==> src/rtl/comp_serial.sv <==
// Bit-serial unsigned magnitude comparator, MSB-first, one bit pair per clock.
// Latency: done pulses k cycles after the accept edge (k = equal leading pairs + 1, capped at WIDTH).
// Backpressure: none; start is only sampled in IDLE, is ignored while busy, and requests are never queued.
//
// Ports:
//   clk, rst            clock and synchronous active-high reset
//   start, A, B         comparison request and operands, captured on the accept edge
//   busy, done          comparison in progress / one-cycle completion pulse
//   Amaior, igual,      word-level result (A > B, A == B, A < B), held until the
//   Amenor              next accept edge or reset
module comp_serial #(
    parameter int WIDTH = 4
) (
    input  logic             clk,
    input  logic             rst,
    input  logic             start,
    input  logic [WIDTH-1:0] A,
    input  logic [WIDTH-1:0] B,
    output logic             busy,
    output logic             done,
    output logic             Amaior,
    output logic             igual,
    output logic             Amenor
);

    localparam int IW = $clog2(WIDTH);

    typedef enum logic {
        IDLE    = 1'b0,
        COMPARA = 1'b1
    } state_t;

    state_t           r_state;
    logic [WIDTH-1:0] r_sh_a;
    logic [WIDTH-1:0] r_sh_b;
    logic [IW-1:0]    r_idx;
    logic             r_done;
    logic             r_gt;
    logic             r_eq;
    logic             r_lt;

    state_t           w_state_nxt;
    logic [WIDTH-1:0] w_sh_a_nxt;
    logic [WIDTH-1:0] w_sh_b_nxt;
    logic [IW-1:0]    w_idx_nxt;
    logic             w_done_nxt;
    logic             w_gt_nxt;
    logic             w_eq_nxt;
    logic             w_lt_nxt;

    // Bits under comparison are always the MSBs of the shift registers.
    logic             w_a;
    logic             w_b;

    assign w_a = r_sh_a[WIDTH-1];
    assign w_b = r_sh_b[WIDTH-1];

    always_ff @(posedge clk) begin
        if (rst) begin
            r_state <= IDLE;
            r_sh_a  <= '0;
            r_sh_b  <= '0;
            r_idx   <= '0;
            r_done  <= 1'b0;
            r_gt    <= 1'b0;
            r_eq    <= 1'b0;
            r_lt    <= 1'b0;
        end else begin
            r_state <= w_state_nxt;
            r_sh_a  <= w_sh_a_nxt;
            r_sh_b  <= w_sh_b_nxt;
            r_idx   <= w_idx_nxt;
            r_done  <= w_done_nxt;
            r_gt    <= w_gt_nxt;
            r_eq    <= w_eq_nxt;
            r_lt    <= w_lt_nxt;
        end
    end

    always_comb begin
        // Default: hold everything, done is a single-cycle pulse.
        w_state_nxt = r_state;
        w_sh_a_nxt  = r_sh_a;
        w_sh_b_nxt  = r_sh_b;
        w_idx_nxt   = r_idx;
        w_done_nxt  = 1'b0;
        w_gt_nxt    = r_gt;
        w_eq_nxt    = r_eq;
        w_lt_nxt    = r_lt;

        case (r_state)
            IDLE: begin
                if (start) begin
                    w_sh_a_nxt  = A;
                    w_sh_b_nxt  = B;
                    w_idx_nxt   = IW'(WIDTH - 1);
                    w_gt_nxt    = 1'b0;
                    w_eq_nxt    = 1'b0;
                    w_lt_nxt    = 1'b0;
                    w_state_nxt = COMPARA;
                end
            end
            COMPARA: begin
                if (w_a && !w_b) begin
                    w_gt_nxt    = 1'b1;
                    w_done_nxt  = 1'b1;
                    w_state_nxt = IDLE;
                end else if (!w_a && w_b) begin
                    w_lt_nxt    = 1'b1;
                    w_done_nxt  = 1'b1;
                    w_state_nxt = IDLE;
                end else if (r_idx == '0) begin
                    // Last pair and every pair matched.
                    w_eq_nxt    = 1'b1;
                    w_done_nxt  = 1'b1;
                    w_state_nxt = IDLE;
                end else begin
                    w_sh_a_nxt  = {r_sh_a[WIDTH-2:0], 1'b0};
                    w_sh_b_nxt  = {r_sh_b[WIDTH-2:0], 1'b0};
                    w_idx_nxt   = r_idx - 1'b1;
                end
            end
            default: w_state_nxt = IDLE;
        endcase
    end

    assign busy   = (r_state == COMPARA);
    assign done   = r_done;
    assign Amaior = r_gt;
    assign igual  = r_eq;
    assign Amenor = r_lt;

endmodule

==> config.mk <==
export PLATFORM = sky130hd
export DESIGN_NAME = comp_serial
export DESIGN_NICKNAME = d
export VERILOG_FILES = /design/src/rtl/comp_serial.sv
export SDC_FILE = /design/constraint.sdc
export NUM_CORES = 1
export LEC_CHECK = 0
export ABC_AREA = 0
export CORE_MARGIN = 2
export CORE_UTILIZATION = 50
export CTS_CLUSTER_DIAMETER = 200
export DETAILED_ROUTE_END_ITERATION = 7
export PLACE_DENSITY_LB_ADDON = 0.08
export SLEW_MARGIN = 20
export SYNTH_ARGS = -nofsm -noshare
export SYNTH_HDL_FRONTEND = slang
export SYNTH_SLANG_ARGS = --single-unit
export TNS_END_PERCENT = 30
==> constraint.sdc <==
create_clock -name clk -period 2.7 [get_ports clk]
set_clock_uncertainty 0.2 [all_clocks]
set_input_delay 0.27 -clock clk [delete_from_list [all_inputs] [get_ports clk]]
set_output_delay 0.27 -clock clk [all_outputs]
set_load 0.005 [all_outputs]
After elaboration in Yosys (flattened, before gate mapping)
Cells that the tools add are included.

Flip-flop bits (word level): 15. Output and inout bits: 5. Logic and storage cells: 60.

$add $sub $neg: 1. Eq/ne operators: 7. Muxes and demuxes: 33. Bitwise logic cells: 1. Reductions and logical operators: 10.

Operators by type and width (number): 4-bit two-way mux (8); 4-bit one-hot mux with 2 select lines (2); 1-bit two-way mux (14); 2-bit two-way mux (4); 2-bit != test, second input constant (4); 1-bit one-hot mux with 2 select lines (4); 4-bit AND reduction (2); 2-bit by 1-bit != test with 1-bit output, second input constant (3); 2-bit one-hot mux with 2 select lines (1); 3-bit AND reduction (1); 1-bit logical AND (2); 1-bit zero test (2); 2-bit zero test (1); 2-bit AND reduction (1); 2-bit OR reduction (1); 2-bit by 1-bit subtractor with 2-bit output, second input constant (1); 1-bit NOT (1).

Longest topological paths before layout
Gate-level depths: netlist of the first run.

Depth in word-level cells: 5. Depth in mapped cells: 6. Gate-level depth less buffers: 5.

Worst setup path before layout of the first run
No wires, ideal clock.

Kind: reg-to-reg. From: register r_idx[0]. To: register r_idx[0]. Data arrival time: 1.216 ns. Path slack: 1.198 ns. Stages on the path, launching flop included: 7. Path buffers: 1. Cell sequence: dfxtp_1 > inv_1 > ha_1 > nor2b_1 > clkbuf_1 > a21oi_1 > a211oi_1.

Cells in the longest elaborated chain, start to end: 5.

RTL lines: start: declaration (line 36) `logic [IW-1:0] r_idx;`; start signal: assignment (line 72) `r_idx <= w_idx_nxt;`; 2-bit by 1-bit subtractor with 2-bit output (line 120) `w_idx_nxt = r_idx - 1'b1;`; 2-bit two-way mux (line 112) `end else if (r_idx == '0) begin`; 2-bit two-way mux (line 108) `end else if (!w_a && w_b) begin`; 2-bit two-way mux (line 104) `if (w_a && !w_b) begin`; 2-bit one-hot mux with 2 select lines (line 91) `case (r_state)`.

Parallel ways exist; a longest one is shown, timed or not. The select of a mux whose other input is x is not followed. A chain may end at the register's enable or synchronous reset.

Worst setup path after layout of the first run
From: register r_state (netlist: busy). To: output busy.

RTL lines: start: declaration (line 33) `state_t r_state;`; start signal: assignment (line 69) `r_state <= w_state_nxt;`; end: declaration (line 19) `output logic busy,`.

No word-level cell between the ends.

==> results.yml, run 1 <==
die:
  dieArea_mm2: 0.00171
  start_util_pct: 53.5
  rows: 13
  die_w_um: 41.3
  design.portCount: 16
  die_h_um: 41.3
  coreArea_mm2: 0.00130
global_routing:
  grt_busiest_layer: "met2"
  gr-usage-met3_pct: 3.19
  use_met1_pct: 26.9
  grt_max_degree: 16
  grt_use_total_pct: 20.4
  grt_overflow_total: 0
  grt_pass1_vias: 525
  met2_usage_pct: 31.3
  grt_pass1_wl_mm: 2.24
  grt_antenna_before_repair: 0
min_path:
  min_delay_path_depth: 2
  worstHoldEndpoint: "r_idx[1]"
  holdCritStartpoint: "r_idx[1]"
  hold_class: "flop to flop"
timing:
  min_period_ps: 2100
  rsz0062_at_grt: "no"
  finalHoldViolations: 0
  drv_slew: 0
  finalCritPeriodShare_pct: 77.7
  slew_headroom_pct: 58.8
  finalSetupTns_ps: 0
  fmax_ghz: 0.477
  final-setup-viol-count: 0
  fin_hold_ws_ps: 293
  worstMarginPinSlew_ps: 617
setup_path:
  path_cells: "clkdlybuf4s50_1"
  endpoint_kind: "primary output"
  slowest_stage: "dfxtp_1"
  timing_worst_setup_path_type: "flop to primary output"
  reg2reg_to: "r_idx[0]"
  cp.required_ps: 2230
  critical-path-top-delay-family: "flip-flops"
  reg2reg_depth: 3
  cp_slowest_stage_delay_ps: 720
  start_kind: "flop"
  r2r_slack_ps: 710
  critical_path_buf_inv_count: 1
  rr_startpoint: "busy"
  crit_fanout: 15
  cp.arrival_ps: 1630
finish:
  area_growth_pct: 25.7
  regArea_um2: 300
  nNetsFinal: 99
  nFillCells: 118
  antenna_cells: 0
  final_core_util_pct: 67.2
  multi_input_area_um2: 372
  fin_cells: 101
  drive_gt1_share_pct: 8.14
synthesis:
  synth_common_cells: "15 x dfxtp_1, 13 x a211oi_1, 6 x mux2i_1"
  yosys.area.top_type_share_pct: 43.2
  ys_ff_latch: 15
  async_reset_ff_share_pct: 0
  syn_area_per_cell_um2: 9.80
  synth.most_common_cell: "dfxtp_1"
  synth-xor-area-share_pct: 4.68
  synth_compound_area_share_pct: 25.9
  synth_top_family_by_area: "compound AO/OA/AOI/OAI gates"
  synth_top_area_cell: "dfxtp_1"
  ys_warn_count: 0
  synth_seq_area_share_pct: 43.2
  synthAdderAreaFrac_pct: 1.80
  synth_ff_type: "dfxtp_1"
  syn-num-nets: 83
  syn_area_um2: 696
  synth_area_leaders: "dfxtp_1 43%, a211oi_1 14%, mux2i_1 8.6%, a21oi_1 3.6%, nand2b_1 3.6%"
  synthSimpleGateAreaFrac_pct: 12.4
  post_synth_num_cell_types: 23
  postSynthCellCount: 71
  synth_edf_count: 0
  synthMuxAreaShare_pct: 8.63
route:
  route.detailed.drc: 0
  vias_per_cell: 5.91
  ant_nets: 0
  drt_iter0_markers: 10
  wl_mm: 1.37
  num_vias: 597
  routedWlPerCell_um: 13.6
  first_pass_iters: 4
clock_tree:
  cts_resized: 0
  h-tree-depth: 1
  cts_tree: "done"
  cts_buffers: 3
  clock_sinks: 15
  path_clk_slew_ps: 80
  cts_root_buffer: "clkbuf_4"
  hold_buffers: 0
  post_cts_buffers: 0
  cts.path.max_buffers: 2
  clock_latency_ps: 290
flow_run:
  cap_viol_max_count: 0
status:
  outcome: "finished clean"
placement:
  dp.cells: 97
  port_buffers: 15
  routabilityCongestion: 0.708
  dp_hpwl_um: 959
power:
  p_per_area_mw_per_mm2: 579
  ir_drop_v: 0.000327
  p_leak_nw: 0.307
==> per-stage QoR <==
| step | setup WS [ps] | total power [mW] | cell area (um^2) |
|---|---|---|---|
| global route | 553 | 0.528 | 875 |
| detailed placement | 691 | 0.380 | 848 |
| global placement | 730 | 0.378 | 848 |
| finish | 603 | 0.506 | 875 |
| floorplan | 1200 | 0.341 | 696 |
| CTS | 626 | 0.505 | 875 |
==> state kept, by name (all words and copies together), names as in the netlist <==
signal  flops
Amenor      1
r_idx       2
r_sh_a      4
Amaior      1
igual       1
busy        1
done        1
r_sh_b      4
==> power breakdown <==
group | total, mW | internal, mW | switching [mW]
sequential | 0.261 | 0.241 | 0.0202
clock | 0.130 | 0.0576 | 0.0724
combinational | 0.115 | 0.0584 | 0.0564
==> worst max path at each step <==
stage / start / end / slack [ps] / cells past startpoint
2_1_floorplan: r_idx[0] / r_idx[0] / 1200 / 6
3_3_place_gp: start / r_idx[0] / 730 / 4
3_5_place_dp: start / r_idx[0] / 690 / 4
4_1_cts: busy / busy / 630 / 1
5_1_grt: busy / busy / 550 / 1
6_report: busy / busy / 600 / 1
==> cell usage in the layout, fill, tap and decap left out, types with 2 or more instances in the layout <==
cell / instances
o211ai_1: 2
nand2_1: 2
clkbuf_4: 3
mux2i_1: 6
o21ai_0: 2
dfxtp_1: 15
inv_1: 2
clkdlybuf4s50_1: 15
a21oi_1: 5
nand2b_1: 4
a211oi_1: 13
nor2b_1: 3
nor2_1: 4
==> per-layer routing <==
layer / up-vias / share of wire (%)
li1: 293 / -
met1: 280 / 47
met2: 19 / 45
met3: 5 / 5.4
met4: 0 / 2.8
met5: - / 0
==> cell families after synthesis <==
| group | count (synthesis) |
|---|---|
| AO/OA/AOI/OAI | 25 |
| AND/OR/NAND/NOR | 16 |
| flip-flops | 15 |
| buffers and inverters | 6 |
| multiplexers | 6 |
| XOR/XNOR | 2 |
| adder cells (fa/ha/maj) | 1 |
==> final cells by class <==
type                            instances  share of cell area, %
Multi-Input combinational cell         50                   42.5
Tap cell                               15                   2.15
Sequential cell                        15                   34.3
Timing Repair Buffer                   15                   17.2
Inverter                                2                  0.858
Clock buffer                            4                   3.00
Power figures use the tool's default switching activity.
==> run 2: changes to the inputs <==
--- a/config.mk
+++ b/config.mk
@@ -7,7 +7,7 @@
 export LEC_CHECK = 0
 export ABC_AREA = 0
 export CORE_MARGIN = 2
-export CORE_UTILIZATION = 50
+export CORE_UTILIZATION = 42
 export CTS_CLUSTER_DIAMETER = 200
 export DETAILED_ROUTE_END_ITERATION = 7
 export PLACE_DENSITY_LB_ADDON = 0.08
==> constraint.sdc (replaced) <==
create_clock -name clk -period 1.69 [get_ports clk]
set_clock_uncertainty 0.2 [all_clocks]
set_input_delay 0.169 -clock clk [delete_from_list [all_inputs] [get_ports clk]]
set_output_delay 0.169 -clock clk [all_outputs]
set_load 0.005 [all_outputs]
==> run 2 against run 1 <==
Effect of this change: combinational power rose by 75%; cell count rose by 5.9%; first-iteration DRC count rose by 70%; non-clock buffer count rose by 5; critical path depth rose by 4; utilization fell by 7.0 points; via count rose by 2.0%; critical path type is now flop to flop; sequential share of layout area fell by 1.2 points; clock power rose by 54%; flip-flop and latch count did not move.
==> results.yml, run 2 (synthesized netlist as in run 1, its figures left out) <==
finish:
  antenna_cells: 0
  area_growth_pct: 31.8
  layout_commonest_cell: "clkdlybuf4s50_1"
  drive_gt1_share_pct: 14.3
  final_cell_mix: "15 x clkdlybuf4s50_1, 14 x dfxtp_1, 13 x a211oi_1"
  nNetsFinal: 104
  nFillCells: 139
  reg_top3: "r_sh_a: 4 flops, r_sh_b: 4 flops, r_idx: 2 flops"
power:
  p_int_mw: 0.580
  p_leak_nw: 0.333
  switchingPower_mw: 0.235
  power_frac_seq_pct: 50.8
  swShare_pct: 28.8
  p_per_area_mw_per_mm2: 889
  p_comb_share_pct: 24.7
  ir_drop_v: 0.000531
  clkPwrFrac_pct: 24.5
  totalPowerFinal_mw: 0.816
timing:
  fmax_ghz: 0.633
  finalSetupTns_ps: 0
  min_period_ps: 1580
  worstMarginPinSlew_ps: 414
  rsz0062_at_grt: "no"
  slew_headroom_pct: 72.3
  finalCritPeriodShare_pct: 93.5
  drv_slew: 0
  finalHoldViolations: 0
  final-setup-viol-count: 0
clock_tree:
  clock_sinks: 15
  cts_tree: "done"
  cts.path.max_buffers: 2
  cts_root_buffer: "clkbuf_4"
  cts_buffers: 3
  clock_latency_ps: 270
  post_cts_buffers: 0
  path_clk_slew_ps: 90
  h-tree-depth: 1
placement:
  routabilityCongestion: 0.741
  port_buffers: 15
  dp_hpwl_mm: 1.02
route:
  ant_nets: 0
  vias_per_cell: 5.69
  wl_mm: 1.46
  routedWlPerCell_um: 13.7
  drt_iter0_markers: 17
  num_vias: 609
  route.detailed.drc: 0
  first_pass_iters: 4
die:
  design.portCount: 16
  coreArea_mm2: 0.00152
  die_h_um: 44.7
  die_w_um: 44.7
  rows: 14
  start_util_pct: 45.6
  dieArea_mm2: 0.00200
setup_path:
  reg2reg_depth: 5
  slowest_stage: "dfxtp_1"
  timing_worst_setup_path_type: "flop to flop"
  crit_fanout: 6
  path_cells: "inv_1, ha_1, nand2b_1, o21ai_2, a211oi_1"
  cp_num_cells: 5
  cp.required_ps: 1640
  critical-path-top-delay-family: "compound AO/OA/AOI/OAI gates"
  endpoint_kind: "flop"
  cp_slowest_stage_delay_ps: 310
  critical_path_buf_inv_count: 1
  cp.arrival_ps: 1530
  start_kind: "flop"
global_routing:
  grt_antenna_before_repair: 0
  grt_pass1_wl_mm: 2.47
  grt_pass1_vias: 547
  grt_use_total_pct: 17.3
  grt_max_degree: 16
  grt_overflow_total: 0
status:
  outcome: "finished clean"
min_path:
  min_delay_path_depth: 3
  hold_class: "input port to flop"
flow_run:
  cap_viol_max_count: 0
==> run 2: changes by cell type in the layout (fill, tap and decap cells not counted), sizes merged <==
cell  delta
buf      +5
==> run 2: power by group through the flow <==
stage / combinational [mW] / clock [mW] / sequential [mW]
2_1_floorplan: 0.129 / 0 / 0.415
3_3_place_gp: 0.197 / 0 / 0.422
3_5_place_dp: 0.198 / 0 / 0.423
4_1_cts: 0.201 / 0.206 / 0.415
5_1_grt: 0.219 / 0.233 / 0.420
6_report: 0.201 / 0.200 / 0.414
==> run 2: through the flow <==
stage,worst slack (ps),std cells,hold slack (ps),utilization (%),area (um^2)
CTS,50.8,107,239,60.0,915
detailed placement,78.0,103,279,58.2,887
global placement,75.0,103,267,58.2,887
floorplan,188,71,35.2,-,696
global route,16.3,107,237,60.2,917
finish,110,107,248,60.2,917
==> run 2: routing by layer <==
metal | wire length, um | share of wire [%] | GRT usage, % | vias up
li1 | - | - | - | 301
met5 | 0 | 0 | 0 | -
met3 | 89 | 6.1 | 5.20 | 2
met4 | 13 | 0.89 | 9.09 | 0
met2 | 676 | 46 | 26.1 | 22
met1 | 683 | 47 | 22.2 | 284
==> run 2: area by class of cell <==
class / count / area, um^2 / area share (%)
timing repair buffer: 20 / 188 / 20.5
inverter: 2 / 7.51 / 0.819
sequential: 15 / 304 / 33.2
multi-input combinational: 50 / 372 / 40.5
tap: 16 / 20.0 / 2.18
clock buffer: 4 / 26.3 / 2.86
==> run 2: path summary, 6_finish.rpt <==
kind | start | slack (ps) | endpoint
hold reg to reg | Amaior | 290 | Amaior
setup reg to reg | r_idx[0] | 110 | r_sh_b[1]
setup / recovery | r_idx[0] | 110 | r_sh_b[1]
hold / removal | B[0] | 250 | r_sh_b[0]
==> run 2: repair_timing <==
| item | in CTS | in global routing |
|---|---|---|
| setup endpoints to repair | 1 | 2 |
| pin swaps | 0 | 1 |
| hold buffers | 0 | 0 |
| gates resized for setup | 1 | 1 |
==> run 2: worst reg2reg max path, stage by stage, from the launching register on <==
cell,delay (ps)
dfxtp_1,310
inv_1,60
ha_1,240
nand2b_1,230
o21ai_2,290
a211oi_1,130
==> run 3: changes to the inputs <==
--- a/config.mk
+++ b/config.mk
@@ -6,7 +6,7 @@
 export NUM_CORES = 1
 export LEC_CHECK = 0
 export ABC_AREA = 0
-export CORE_MARGIN = 2
+export CORE_MARGIN = 4
 export CORE_UTILIZATION = 42
 export CTS_CLUSTER_DIAMETER = 200
 export DETAILED_ROUTE_END_ITERATION = 7
==> run 3 against run 2 <==
Effect of this change: clock power rose by 3%; fmax is 0.98% lower; utilization decreased by 0.68 points; power rose by 0.73%; highest routed layer unchanged; combinational power about the same; sequential share of layout area stayed put; sequential power is essentially flat.
==> results.yml, run 3 (synthesized netlist as in run 1, its figures left out) <==
status:
  outcome: "finished clean"
route:
  wl_met3_um: 79
  drt_iter0_markers: 1
  route.detailed.drc: 0
  num_vias: 599
  ant_nets: 0
  first_pass_iters: 5
  vias_per_cell: 5.60
  wl_mm: 1.50
  wl_met1_um: 728
  routedWlPerCell_um: 14.0
  topRoutingLayerUsed: "met4"
  wl_met2_um: 670
timing:
  rsz0062_at_grt: "no"
  finalSetupTns_ps: 0
  worst_slack_ps: 94.2
  fmax_ghz: 0.627
  worstMarginPinSlew_ps: 449
  fin_hold_ws_ps: 244
  final-setup-viol-count: 0
  finalHoldViolations: 0
  min_period_ps: 1600
  drv_slew: 0
  slew_headroom_pct: 69.9
  finalCritPeriodShare_pct: 94.4
die:
  die_w_um: 48.7
  design.portCount: 16
  start_util_pct: 45.1
  rows: 14
  die_h_um: 48.7
  dieArea_mm2: 0.00237
  coreArea_mm2: 0.00154
finish:
  final_cell_mix: "15 x clkdlybuf4s50_1, 14 x dfxtp_1, 13 x a211oi_1"
  nFillCells: 156
  layout_commonest_cell: "clkdlybuf4s50_1"
  reg_top3: "r_sh_a: 4 flops, r_sh_b: 4 flops, r_idx: 2 flops"
  nNetsFinal: 104
  drive_gt1_share_pct: 14.3
  final_core_util_pct: 59.5
  area_growth_pct: 31.8
  antenna_cells: 0
setup_path:
  crit_fanout: 8
  critical-path-top-delay-family: "compound AO/OA/AOI/OAI gates"
  path_cells: "xnor2_2, a21oi_1, a211oi_1"
  endpoint_kind: "flop"
  slowest_stage: "xnor2_2"
  timing_worst_setup_path_type: "flop to flop"
  cp.arrival_ps: 1590
  critical_path_buf_inv_count: 0
  start_kind: "flop"
  cp.required_ps: 1680
  cp_slowest_stage_delay_ps: 420
placement:
  dp_hpwl_mm: 1.04
  routabilityCongestion: 0.787
  dpl_worst_slack_ps: 70.8
  port_buffers: 15
global_routing:
  grt_antenna_before_repair: 0
  grt_use_total_pct: 13.8
  grt_pass1_vias: 572
  grt_max_degree: 16
  grt_pass1_wl_mm: 2.63
  grt_overflow_total: 0
flow_run:
  cap_viol_max_count: 0
power:
  p_per_area_mw_per_mm2: 896
  ir_drop_v: 0.000554
  p_leak_nw: 0.332
min_path:
  hold_class: "input port to flop"
clock_tree:
  h-tree-depth: 1
  cts_root_buffer: "clkbuf_4"
  clock_sinks: 15
  clock_latency_ps: 290
  hold_buffers: 0
  cts_tree: "done"
  cts_buffers: 3
  cts.path.max_buffers: 2
  path_clk_slew_ps: 90
run 3: cell counts in the layout (fill, tap and decap cells not counted):
No cell type changed its count.
run 3: power by group:
group / switching, mW / internal, mW / total (mW)
sequential: 0.0281 / 0.386 / 0.414
clock: 0.114 / 0.0916 / 0.206
combinational: 0.0990 / 0.103 / 0.202
total: 0.241 / 0.580 / 0.821
run 3: layer usage:
| metal | global-route usage [%] | vias up |
|---|---|---|
| met2 | 20.2 | 12 |
| li1 | - | 305 |
| met4 | 5.38 | 0 |
| met5 | 0 | - |
| met3 | 3.68 | 4 |
| met1 | 19.2 | 278 |
run 3: layout make-up:
type	instances	area, um^2	area share [%]
multi-input cells	50	372	40.5
flip-flops and latches	15	304	33.2
repair buffers	20	188	20.5
clock buffers	4	26.3	2.86
well taps	16	20.0	2.18
inverters	2	7.51	0.819
run 3: worst paths after layout:
path | cells after the start | to | start | slack [ps]
max | 3 | r_idx[0] | r_sh_b[3] | 90
min | 3 | r_sh_a[0] | A[0] | 240
max reg2reg | 3 | r_idx[0] | r_sh_b[3] | 90
min reg2reg | 2 | Amaior | Amaior | 290
run 3: repair_timing:
action,CTS,global route
endpoints found under the hold margin,0,0
resized for setup,1,1
buffers inserted,0,0
pin swaps,0,2
endpoints found under the setup margin,1,3
run 3: stage by stage:
stage / power, mW / instances / area [um^2]
floorplan: 0.544 / 71 / 696
global placement: 0.619 / 103 / 887
detailed placement: 0.620 / 103 / 887
CTS: 0.829 / 107 / 915
global route: 0.872 / 107 / 917
finish: 0.821 / 107 / 917
run 3: worst min-delay path, cell delays in order:
cell and delay (ps):
clkdlybuf4s50_1 390, nand2_1 50, a21oi_1 60
